--- src/rtl/debounce_botoes.sv ---
// Multi-channel push-button conditioner: synchroniser, symmetric debounce and
// press / release / long-press event generation, one independent pipeline per channel.
module debounce_botoes #(
    parameter int unsigned N_CH        = 4,
    parameter int unsigned DB_CYCLES   = 5000,
    parameter int unsigned LONG_CYCLES = 50000,
    parameter int unsigned SYNC_STAGES = 2
) (
    input  logic            clk,
    input  logic            rst_n,
    input  logic [N_CH-1:0] botao,
    output logic [N_CH-1:0] estavel,
    output logic [N_CH-1:0] press,
    output logic [N_CH-1:0] release_pulse,  // 'release' is a reserved word
    output logic [N_CH-1:0] longo,
    output logic [N_CH-1:0] longo_ativo
);

    localparam int unsigned DB_W   = $clog2(DB_CYCLES);
    localparam int unsigned HOLD_W = $clog2(LONG_CYCLES + 1);

    typedef enum logic [1:0] {
        SOLTO       = 2'd0,
        CONF_PRESS  = 2'd1,
        PRESSIONADO = 2'd2,
        CONF_SOLTA  = 2'd3
    } estado_t;

    for (genvar i = 0; i < N_CH; i++) begin : g_ch
        logic [SYNC_STAGES-1:0] sync_q;
        logic                   s;
        estado_t                state_q, state_d;
        logic [DB_W-1:0]        db_q, db_d;
        logic [HOLD_W-1:0]      hold_q, hold_d;
        logic                   est_q, est_d;
        logic                   press_q, press_d;
        logic                   rel_q, rel_d;
        logic                   longo_q, longo_d;
        logic                   la_q, la_d;

        // Metastability synchroniser for the asynchronous button level.
        always_ff @(posedge clk or negedge rst_n) begin
            if (!rst_n) begin
                sync_q <= '0;
            end else begin
                sync_q <= {sync_q[SYNC_STAGES-2:0], botao[i]};
            end
        end

        assign s = sync_q[SYNC_STAGES-1];

        always_ff @(posedge clk or negedge rst_n) begin
            if (!rst_n) begin
                state_q <= SOLTO;
                db_q    <= '0;
                hold_q  <= '0;
                est_q   <= 1'b0;
                press_q <= 1'b0;
                rel_q   <= 1'b0;
                longo_q <= 1'b0;
                la_q    <= 1'b0;
            end else begin
                state_q <= state_d;
                db_q    <= db_d;
                hold_q  <= hold_d;
                est_q   <= est_d;
                press_q <= press_d;
                rel_q   <= rel_d;
                longo_q <= longo_d;
                la_q    <= la_d;
            end
        end

        always_comb begin
            state_d = state_q;
            db_d    = db_q;
            hold_d  = hold_q;
            est_d   = est_q;
            la_d    = la_q;
            press_d = 1'b0;
            rel_d   = 1'b0;
            longo_d = 1'b0;

            // Hold time runs while the button is accepted as pressed, saturating at the threshold.
            if ((state_q == PRESSIONADO || state_q == CONF_SOLTA) &&
                (hold_q != HOLD_W'(LONG_CYCLES))) begin
                hold_d = hold_q + HOLD_W'(1);
                if (hold_q == HOLD_W'(LONG_CYCLES - 1)) begin
                    longo_d = 1'b1;
                    la_d    = 1'b1;
                end
            end

            case (state_q)
                SOLTO: begin
                    if (s) begin
                        state_d = CONF_PRESS;
                        db_d    = DB_W'(1);
                    end else begin
                        db_d = '0;
                    end
                end
                CONF_PRESS: begin
                    if (!s) begin
                        state_d = SOLTO;
                        db_d    = '0;
                    end else if (db_q == DB_W'(DB_CYCLES - 1)) begin
                        state_d = PRESSIONADO;
                        est_d   = 1'b1;
                        press_d = 1'b1;
                        hold_d  = '0;
                    end else begin
                        db_d = db_q + DB_W'(1);
                    end
                end
                PRESSIONADO: begin
                    if (!s) begin
                        state_d = CONF_SOLTA;
                        db_d    = DB_W'(1);
                    end
                end
                CONF_SOLTA: begin
                    if (s) begin
                        state_d = PRESSIONADO;
                        db_d    = '0;
                    end else if (db_q == DB_W'(DB_CYCLES - 1)) begin
                        // Accepted release wins over any long-press reached on the same edge.
                        state_d = SOLTO;
                        est_d   = 1'b0;
                        rel_d   = 1'b1;
                        la_d    = 1'b0;
                        longo_d = 1'b0;
                        hold_d  = '0;
                    end else begin
                        db_d = db_q + DB_W'(1);
                    end
                end
                default: begin
                    state_d = SOLTO;
                    db_d    = '0;
                end
            endcase
        end

        assign estavel[i]       = est_q;
        assign press[i]         = press_q;
        assign release_pulse[i] = rel_q;
        assign longo[i]         = longo_q;
        assign longo_ativo[i]   = la_q;
    end

endmodule

--- config.mk ---
export PLATFORM = sky130hd
export DESIGN_NAME = debounce_botoes
export DESIGN_NICKNAME = d
export VERILOG_FILES = /design/src/rtl/debounce_botoes.sv
export SDC_FILE = /design/constraint.sdc
export NUM_CORES = 1
export LEC_CHECK = 0
export CORE_UTILIZATION = 62
export DETAILED_ROUTE_END_ITERATION = 7
export GPL_ROUTABILITY_DRIVEN = 0
export PLACE_DENSITY = 0.87
export SLEW_MARGIN = 20
export SYNTH_ARGS = -nofsm -noshare
export SYNTH_HDL_FRONTEND = slang
export SYNTH_SLANG_ARGS = --single-unit
--- constraint.sdc ---
create_clock -name clk -period 4.8 [get_ports clk]
set_clock_uncertainty 0.15 [all_clocks]
set_input_delay 0.48 -clock clk [delete_from_list [all_inputs] [get_ports clk]]
set_output_delay 0.48 -clock clk [all_outputs]
set_load 0.01 [all_outputs]
# Word-level counts from Yosys, hierarchy flattened
# Index checks and enable logic that the tools add are counted.
# Widths: inputs -> output; s select.
[totals] ff_bits=152 output_inout_bits=20 wordCells=276
[classes] n_addsub=8 eq_ne=56 mux=152 reduce_logical=24
[op_table] cell="$mux 16" n=16
[op_table] cell="$mux 13" n=16
[op_table] cell="$pmux 13 s4" n=4
[op_table] cell="$pmux 16 s2" n=4
[op_table] cell="$mux 1" n=80
[op_table] cell="$add 16x1->16 const B" n=4
[op_table] cell="$eq 16x16->1 const B" n=4
[op_table] cell="$ne 16x16->1 const B" n=4
[op_table] cell="$add 13x1->13 const B" n=4
[op_table] cell="$eq 13x13->1 const B" n=4
[op_table] cell="$mux 2" n=24
[op_table] cell="$ne 2x2->1 const B" n=20
[op_table] cell="$pmux 2 s4" n=4
[op_table] cell="$reduce_and 5->1" n=4
[op_table] cell="$eq 2x2->1 const B" n=8
[op_table] cell="$reduce_and 4->1" n=4
[op_table] cell="$ne 3x2->1 const B" n=4
[op_table] cell="$ne 3x3->1 const B" n=4
[op_table] cell="$eq 2x1->1 const B" n=4
[op_table] cell="$logic_not 2->1" n=4
[op_table] cell="$ne 2x1->1 const B" n=4
[op_table] cell="$pmux 1 s2" n=4
[op_table] cell="$reduce_bool 2->1" n=4
[op_table] cell="$logic_and 1x1->1" n=4
[op_table] cell="$logic_or 1x1->1" n=4

# Longest topological paths before layout
# Gate-level depths: netlist of the first run.
[logic_depth] depth_word=7 depth_mapped=7

# Worst setup path after synthesis of the first run
# No wires, ideal clock.
[synth_timing] path_type="reg-to-reg" startpoint="register g_ch[0].hold_q[0]" endpoint="register g_ch[0].hold_q[1]" setup_time_ps=121 arrival_time_ps=1768 required_time_ps=4529 setup_slack_ps=2761 path_stages_with_launch=7 path_buffers=0 period_less_slack_ps=2039 cell_sequence="dfrtp_1 -> inv_1 -> ha_1 -> or4bb_2 -> o41ai_4 -> mux2i_1 -> nor2_1"
[synth_via] elab_chain_len=6 word_cells_on_any_way=8 cone_classes="1 x add/sub; 1 x eq/ne; 5 x mux; 1 x reduce/logical"
[synth_rtl] item="from (decl)" line="34" rtl="logic [HOLD_W-1:0] hold_q, hold_d;"
[synth_rtl] item="from (signal assigned)" line="65" rtl="hold_q <= hold_d;"
[synth_rtl] item="parallel branches: the longest is 2 deep, another holds $add 16x1->16"
[synth_rtl] item="$mux 16 *" line="85" rtl="if ((state_q == PRESSIONADO || state_q == CONF_SOLTA) &&"
[synth_rtl] item="$mux 16" line="107, 126"
[synth_rtl] item="$mux 16, on equally long branches" line="123, 104"
[synth_rtl] item="$pmux 16 s2 *" line="94" rtl="case (state_q)"
[synth_rtl] item="via g_ch[0].hold_d[1]" line="34"
# Mark *: on every way through the listed nets, which the timed path passes.
# A chain may end at the register's enable or synchronous reset.

# Worst setup path after layout of the first run
[layout_timing] startpoint="register g_ch[1].db_q[3]" endpoint="register g_ch[1].hold_q[11]"
[layout_via] elab_chain_len=4 word_cells_on_any_way=5 cone_classes="1 x eq/ne; 4 x mux"
[layout_rtl] item="from (decl)" line="33" rtl="logic [DB_W-1:0] db_q, db_d;"
[layout_rtl] item="from (signal assigned)" line="55" rtl="db_q <= '0;"
[layout_rtl] item="from (signal assigned)" line="64" rtl="db_q <= db_d;"
[layout_rtl] item="$eq 13x13->1 *" line="107, 126"
[layout_rtl] item="$mux 16 *" line="107, 126"
[layout_rtl] item="$mux 16, on equally long branches" line="123, 104"
[layout_rtl] item="$pmux 16 s2 *" line="94"
[layout_rtl] item="via g_ch[1].hold_d[11]" line="34"
[layout_rtl] item="to (signal assigned)" line="65"
[layout_rtl] item="to (decl)" line="34"
# The timed path passes the listed nets; every way through them passes the cells marked *.

==> impl_metrics.yaml, run 1 <==
grt:
  grt_start_max_net_pins: 99
  grt_use_total: 0.271
  antenna_found_initial: 0
  grt_pass1_vias: 6178
  grt_overflow: 0
  grt_pass1_wl_um: 28400
yosys:
  ys_seq_elements: 152
  syn_avg_cell_area_um2: 9.69
  synth_edf_count: 0
  yosysSeqAreaShare: 0.480
  synthDistinctLibCells: 62
  synth_top_area_share: 0.480
  yosysMostFrequentCell: "dfrtp_1"
  synth-main-ff-cell: "dfrtp_1"
  synth_area_leaders: "dfrtp_1 (48%), xnor2_1 (6.0%), nor2_1 (4.7%), nand4_1 (2.8%), nand2_1 (2.7%)"
  synth_top_area_cell: "dfrtp_1"
  synthCells: 817
  synth.top_cells.by_count: "dfrtp_1 (152), nor2_1 (100), nand2_1 (57)"
  synthArstFlopShare: 1.00
  synth_area_um2: 7920
  synth_warnings: 0
  synth_nets: 835
clock_tree:
  cts_tree: "yes"
  cts.clk_slew.worst_paths_ns: 0.06
  cts-root-buf: "clkbuf_16"
  numClockSinks: 152
  post-cts-setup-buffer-count: 0
  clkLatencyLatePin_ns: 0.42
  postCtsResizedCells: 0
  clk_path_buf_depth: 2
  cts_made_buffers: 17
  holdBufCountCts: 0
  htreeDepth: 4
timing:
  rsz0062_at_grt: "no"
  min_period_ns: 2.61
  hold_violations: 11
  holdWs_ns: -0.0424
  setup_viol: 0
  fmaxAchievable_ghz: 0.383
  slew_headroom: 0.261
  fin_setup_tns_ns: 0
  fin_crit_sh: 0.543
  report.final.slew_viol_count: 0
  worst_slew_pin_slew_ns: 1.10
routing:
  drt_first_iter_violations: 603
  wl_per_cell_um: 16.0
  ant_nets: 0
  drt-pass1-iter-count: 5
  num_vias: 6215
  drt-vias-per-instance: 6.21
  finalWirelength_um: 16000
  drc: 0
setup_path:
  rrSetupSlack_ns: 2.19
  critical_path_class: "register to register"
  r2r-end: "g_ch[1].hold_q[11]"
  r2r_cells: 4
  cp.required_ns: 4.90
  worstSetupEndpointType: "register"
  crit_arrival_ns: 2.71
  cp_max_fo: 16
  r2r-start: "g_ch[1].db_q[3]"
  startpoint_type: "register"
layout:
  fillers: 876
  regArea_um2: 3800
  nNetsFinal: 839
  drive_above_1_share: 0.0672
  utilization: 0.716
  final_cell_area_um2: 8750
  n_antenna_cell: 0
  area_growth_pct: 10.5
  multi_input_area_um2: 3760
floorplan:
  core_area_um2: 12200
  die_area_um2: 13200
  ios: 26
  die_x_um: 115
  rows: 40
  die_y_um: 115
  initial_utilization: 0.648
flow_run:
  cap_violations: 0
outcome:
  violations: "hold timing"
  status: "complete, but fails checks"
worst_hold_path:
  hp-class: "input port to asynchronous set/reset pin"
power_and_ir_drop:
  ir_drop_v: 0.000211
  p_leak_nw: 3.69
  p_per_area_nw_per_um2: 310
place:
  io_buffers: 25
  place_area_um2: 8150
  dpl.hpwl_um: 10600
metrics by stage:
stage	std cells	worst slack, ns	total power, mW	hold slack, ns
4_1_cts	1001	2.30	2.73	0.0337
3_3_place_gp	970	2.45	1.39	0.185
2_1_floorplan	817	2.76	1.35	0.0344
3_5_place_dp	970	2.33	1.39	0.192
5_1_grt	1001	1.93	2.81	0.0733
6_report	1001	2.19	2.71	-0.0424
state kept, by name, indices dropped and copies added, names as in the netlist, named ones only:
name / cells
g_ch.db_q: 52
g_ch.press_q: 4
g_ch.est_q: 4
g_ch.rel_q: 4
g_ch.sync_q: 8
g_ch.state_q: 4
g_ch.hold_q: 64
g_ch.la_q: 4
g_ch.longo_q: 4
worst max-delay path by stage:
| stage | start | endpoint | depth (start not counted) | slack, ns |
|---|---|---|---|---|
| 2_1_floorplan | g_ch[0].hold_q[0] | g_ch[0].hold_q[1] | 6 | 2.76 |
| 3_3_place_gp | g_ch[3].db_q[3] | g_ch[3].db_q[12] | 4 | 2.45 |
| 3_5_place_dp | g_ch[1].db_q[3] | g_ch[1].hold_q[11] | 4 | 2.33 |
| 4_1_cts | g_ch[2].db_q[3] | g_ch[2].hold_q[9] | 4 | 2.30 |
| 5_1_grt | g_ch[1].db_q[3] | g_ch[1].hold_q[7] | 4 | 1.93 |
| 6_report | g_ch[1].db_q[3] | g_ch[1].hold_q[11] | 4 | 2.19 |
per-layer routing:
metal  up-vias  wire (um)  track usage
met5         -          0            0
met4         0        322        0.115
met3        30        702       0.0606
met2       191       7990        0.450
met1      3064       6980        0.343
li1       2930          -            -
worst max-delay path: stages (launching register included):
cell     delay, ns
dfrtp_1       0.44
nor4_1        0.40
nand4_1       0.37
nor2_1        0.95
nor2_1        0.13
power breakdown:
part	switching (mW)	internal, mW	leakage [nW]	total (mW)
clock network	0.489	0.851	0.296	1.34
logic	0.0468	0.0192	1.31	0.0659
registers	0.0131	1.29	2.09	1.30
total	0.549	2.16	3.69	2.71
cell type report:
type / instances / area share
clock buffers: 22 / 0.0542
clock inverters: 9 / 0.0140
inverters: 31 / 0.0133
multi-input cells: 592 / 0.429
flip-flops and latches: 152 / 0.435
well taps: 168 / 0.0240
repair buffers: 27 / 0.0305
kinds of logic after synthesis:
group	count (synthesis)	share of synthesized area
and+or+nand+nor	380	0.262
xor gates and xnor gates	74	0.0819
muxes	8	0.0107
DFF	152	0.480
AOI/OAI and AO/OA	118	0.100
buffers and inverters	73	0.0455
adders and majority gates	12	0.0190
cell usage in the layout (no fill, tap or decap), types with 17 or more instances in the layout:
cell type,synthesis,final
a21oi_1,39,39
clkbuf_16,0,17
clkdlybuf4s50_1,0,24
dfrtp_1,152,152
inv_1,31,31
nand2_1,57,57
nand3_1,35,35
nand4_1,35,35
nor2_1,100,99
nor3_1,23,23
nor4_1,31,31
o21ai_0,27,27
or3_1,18,18
xnor2_1,54,54
xor2_1,20,20
Note: power is estimated with default switching activity, not from simulation.
==> inputs of run 2 (changes only) <==
--- a/config.mk
+++ b/config.mk
@@ -5,10 +5,10 @@
 export SDC_FILE = /design/constraint.sdc
 export NUM_CORES = 1
 export LEC_CHECK = 0
-export CORE_UTILIZATION = 62
+export CORE_UTILIZATION = 56
 export DETAILED_ROUTE_END_ITERATION = 7
 export GPL_ROUTABILITY_DRIVEN = 0
-export PLACE_DENSITY = 0.87
+export PLACE_DENSITY = 0.84
 export SLEW_MARGIN = 20
 export SYNTH_ARGS = -nofsm -noshare
 export SYNTH_HDL_FRONTEND = slang
==> constraint.sdc (replaced) <==
create_clock -name clk -period 2.3 [get_ports clk]
set_clock_uncertainty 0.15 [all_clocks]
set_input_delay 0.23 -clock clk [delete_from_list [all_inputs] [get_ports clk]]
set_output_delay 0.23 -clock clk [all_outputs]
set_load 0.01 [all_outputs]
==> run 2 against run 1 <==
- via count is 1.3% lower
- combinational power is 120% higher
- the run ends with DRC left
- count of clock-buffer cells in the layout is 3 lower
- sequential power is 110% higher
- sequential share of layout area is 1.0 points lower
- non-clock buffer count is 14 higher
- worst setup slack worse by 2.1 ns
- core utilization is 6.8 points lower
- power is 120% higher
- maximum frequency is 20% higher
- largest power group unchanged
- die area is 11% higher
==> impl_metrics.yaml, run 2 (synthesis results as in run 1) <==
floorplan:
  die_y_um: 121
  initial_utilization: 0.573
  core_area_um2: 13800
  die_x_um: 121
  rows: 43
  die_area_um2: 14600
  ios: 26
grt:
  grt_start_max_net_pins: 56
  grt_pass1_wl_um: 27500
  grt_pass1_vias: 5967
  grt_use_total: 0.234
  antenna_found_initial: 0
  grt_overflow: 0
power_and_ir_drop:
  ir_drop_v: 0.000519
  p_per_area_nw_per_um2: 674
  p_leak_nw: 3.80
flow_run:
  cap_violations: 0
clock_tree:
  clkLatencyLatePin_ns: 0.43
  post-cts-setup-buffer-count: 0
  cts-root-buf: "clkbuf_16"
  holdBufCountCts: 1
  cts_tree: "yes"
  htreeDepth: 4
  cts.clk_slew.worst_paths_ns: 0.06
  cts_made_buffers: 17
  postCtsResizedCells: 0
  numClockSinks: 152
  clk_path_buf_depth: 2
timing:
  worst_slew_pin_slew_ns: 0.678
  min_period_ns: 2.17
  fmaxAchievable_ghz: 0.460
  hold_violations: 0
  report.final.slew_viol_count: 0
  fin_setup_tns_ns: 0
  slew_headroom: 0.544
  fin_crit_sh: 0.945
  rsz0062_at_grt: "no"
  setup_viol: 0
routing:
  finalWirelength_um: 15900
  drt-pass1-iter-count: 7
  drc: 2
  num_vias: 6135
  drt-vias-per-instance: 5.97
  drt_first_iter_violations: 558
  ant_nets: 0
  wl_per_cell_um: 15.5
outcome:
  violations: "DRC"
  status: "complete, but fails checks"
setup_path:
  worstSetupEndpointType: "register"
  critical_path_class: "register to register"
  cp_max_fo: 4
  cp.required_ns: 2.46
  crit_arrival_ns: 2.33
  startpoint_type: "register"
  rrSetupSlack_ns: 0.13
layout:
  nNetsFinal: 853
  top_regs: "g_ch.hold_q x64, g_ch.db_q x52, g_ch.sync_q x8"
  largest-register: "g_ch.hold_q"
  largest_reg_flops: 64
  final_cells: 1028
  final_common_cell: "dfrtp_1"
  drive_above_1_share: 0.0837
  layout_common_cells: "dfrtp_1 (152), nor2_1 (100), nand2_1 (57)"
  n_antenna_cell: 0
  area_growth_pct: 13.2
place:
  io_buffers: 25
  dpl.hpwl_um: 10200
  dpl.cell_count: 995
worst_hold_path:
  hp-class: "input port to register"
[run 2: cell types whose count changed in the layout (fill, tap and decap cells not counted), sizes merged]
cell	change
buf	+13
bufinv	+3
clkbuf	-3
clkinvlp	+1
dlygate4sd3	+1
[run 2: path summary, 6_finish.rpt]
check,endpoint,from,depth (start not counted)
min,g_ch[2].sync_q[0],botao[2],1
min in group asynchronous,g_ch[0].db_q[2],rst_n,2
max reg2reg,g_ch[0].hold_q[1],g_ch[0].hold_q[0],6
max,g_ch[0].hold_q[1],g_ch[0].hold_q[0],6
max in group asynchronous,g_ch[3].sync_q[0],rst_n,3
min reg2reg,g_ch[3].sync_q[1],g_ch[3].sync_q[0],0
[run 2: through the flow]
step	hold WS, ns	setup slack [ns]	utilization	power [mW]	cell area, um^2
detailed placement	0.0730	0.163	0.598	2.91	8280
global route	0.0859	0.0518	0.648	6.22	8960
CTS	0.0790	0.133	0.648	6.07	8960
floorplan	-0.216	0.261	-	2.83	7920
global placement	0.0669	0.218	0.598	2.91	8280
finish	0.0867	0.127	0.648	6.04	8960
[run 2: where the power goes]
group          internal (mW)  leakage, nW  total (mW)  switching (mW)
sequential              2.69         2.09        2.72          0.0269
combinational         0.0467         1.38       0.146          0.0995
clock                   2.08        0.329        3.17            1.09
[run 2: final cells by class]
class / count / area [um^2]
clock buffers: 19 / 453
clock inverters: 13 / 224
fillers: 1013 / 4860
inverters: 31 / 116
multi-input cells: 592 / 3750
flip-flops and latches: 152 / 3800
well taps: 180 / 225
repair buffers: 41 / 387
[run 2: critical path, stage by stage (launching register included)]
cell and delay [ns]:
dfrtp_1 0.41, inv_1 0.10, ha_1 0.15, or4bb_2 0.66, o41ai_4 0.29, mux2i_1 0.23
nor2_1 0.06
[run 2: layer usage]
metal,up-vias,routed length [um],track usage
met1,3003,7230,0.304
met2,140,7880,0.385
met4,0,278,0.0957
li1,2970,-,-
met5,-,0,0
met3,22,522,0.0446
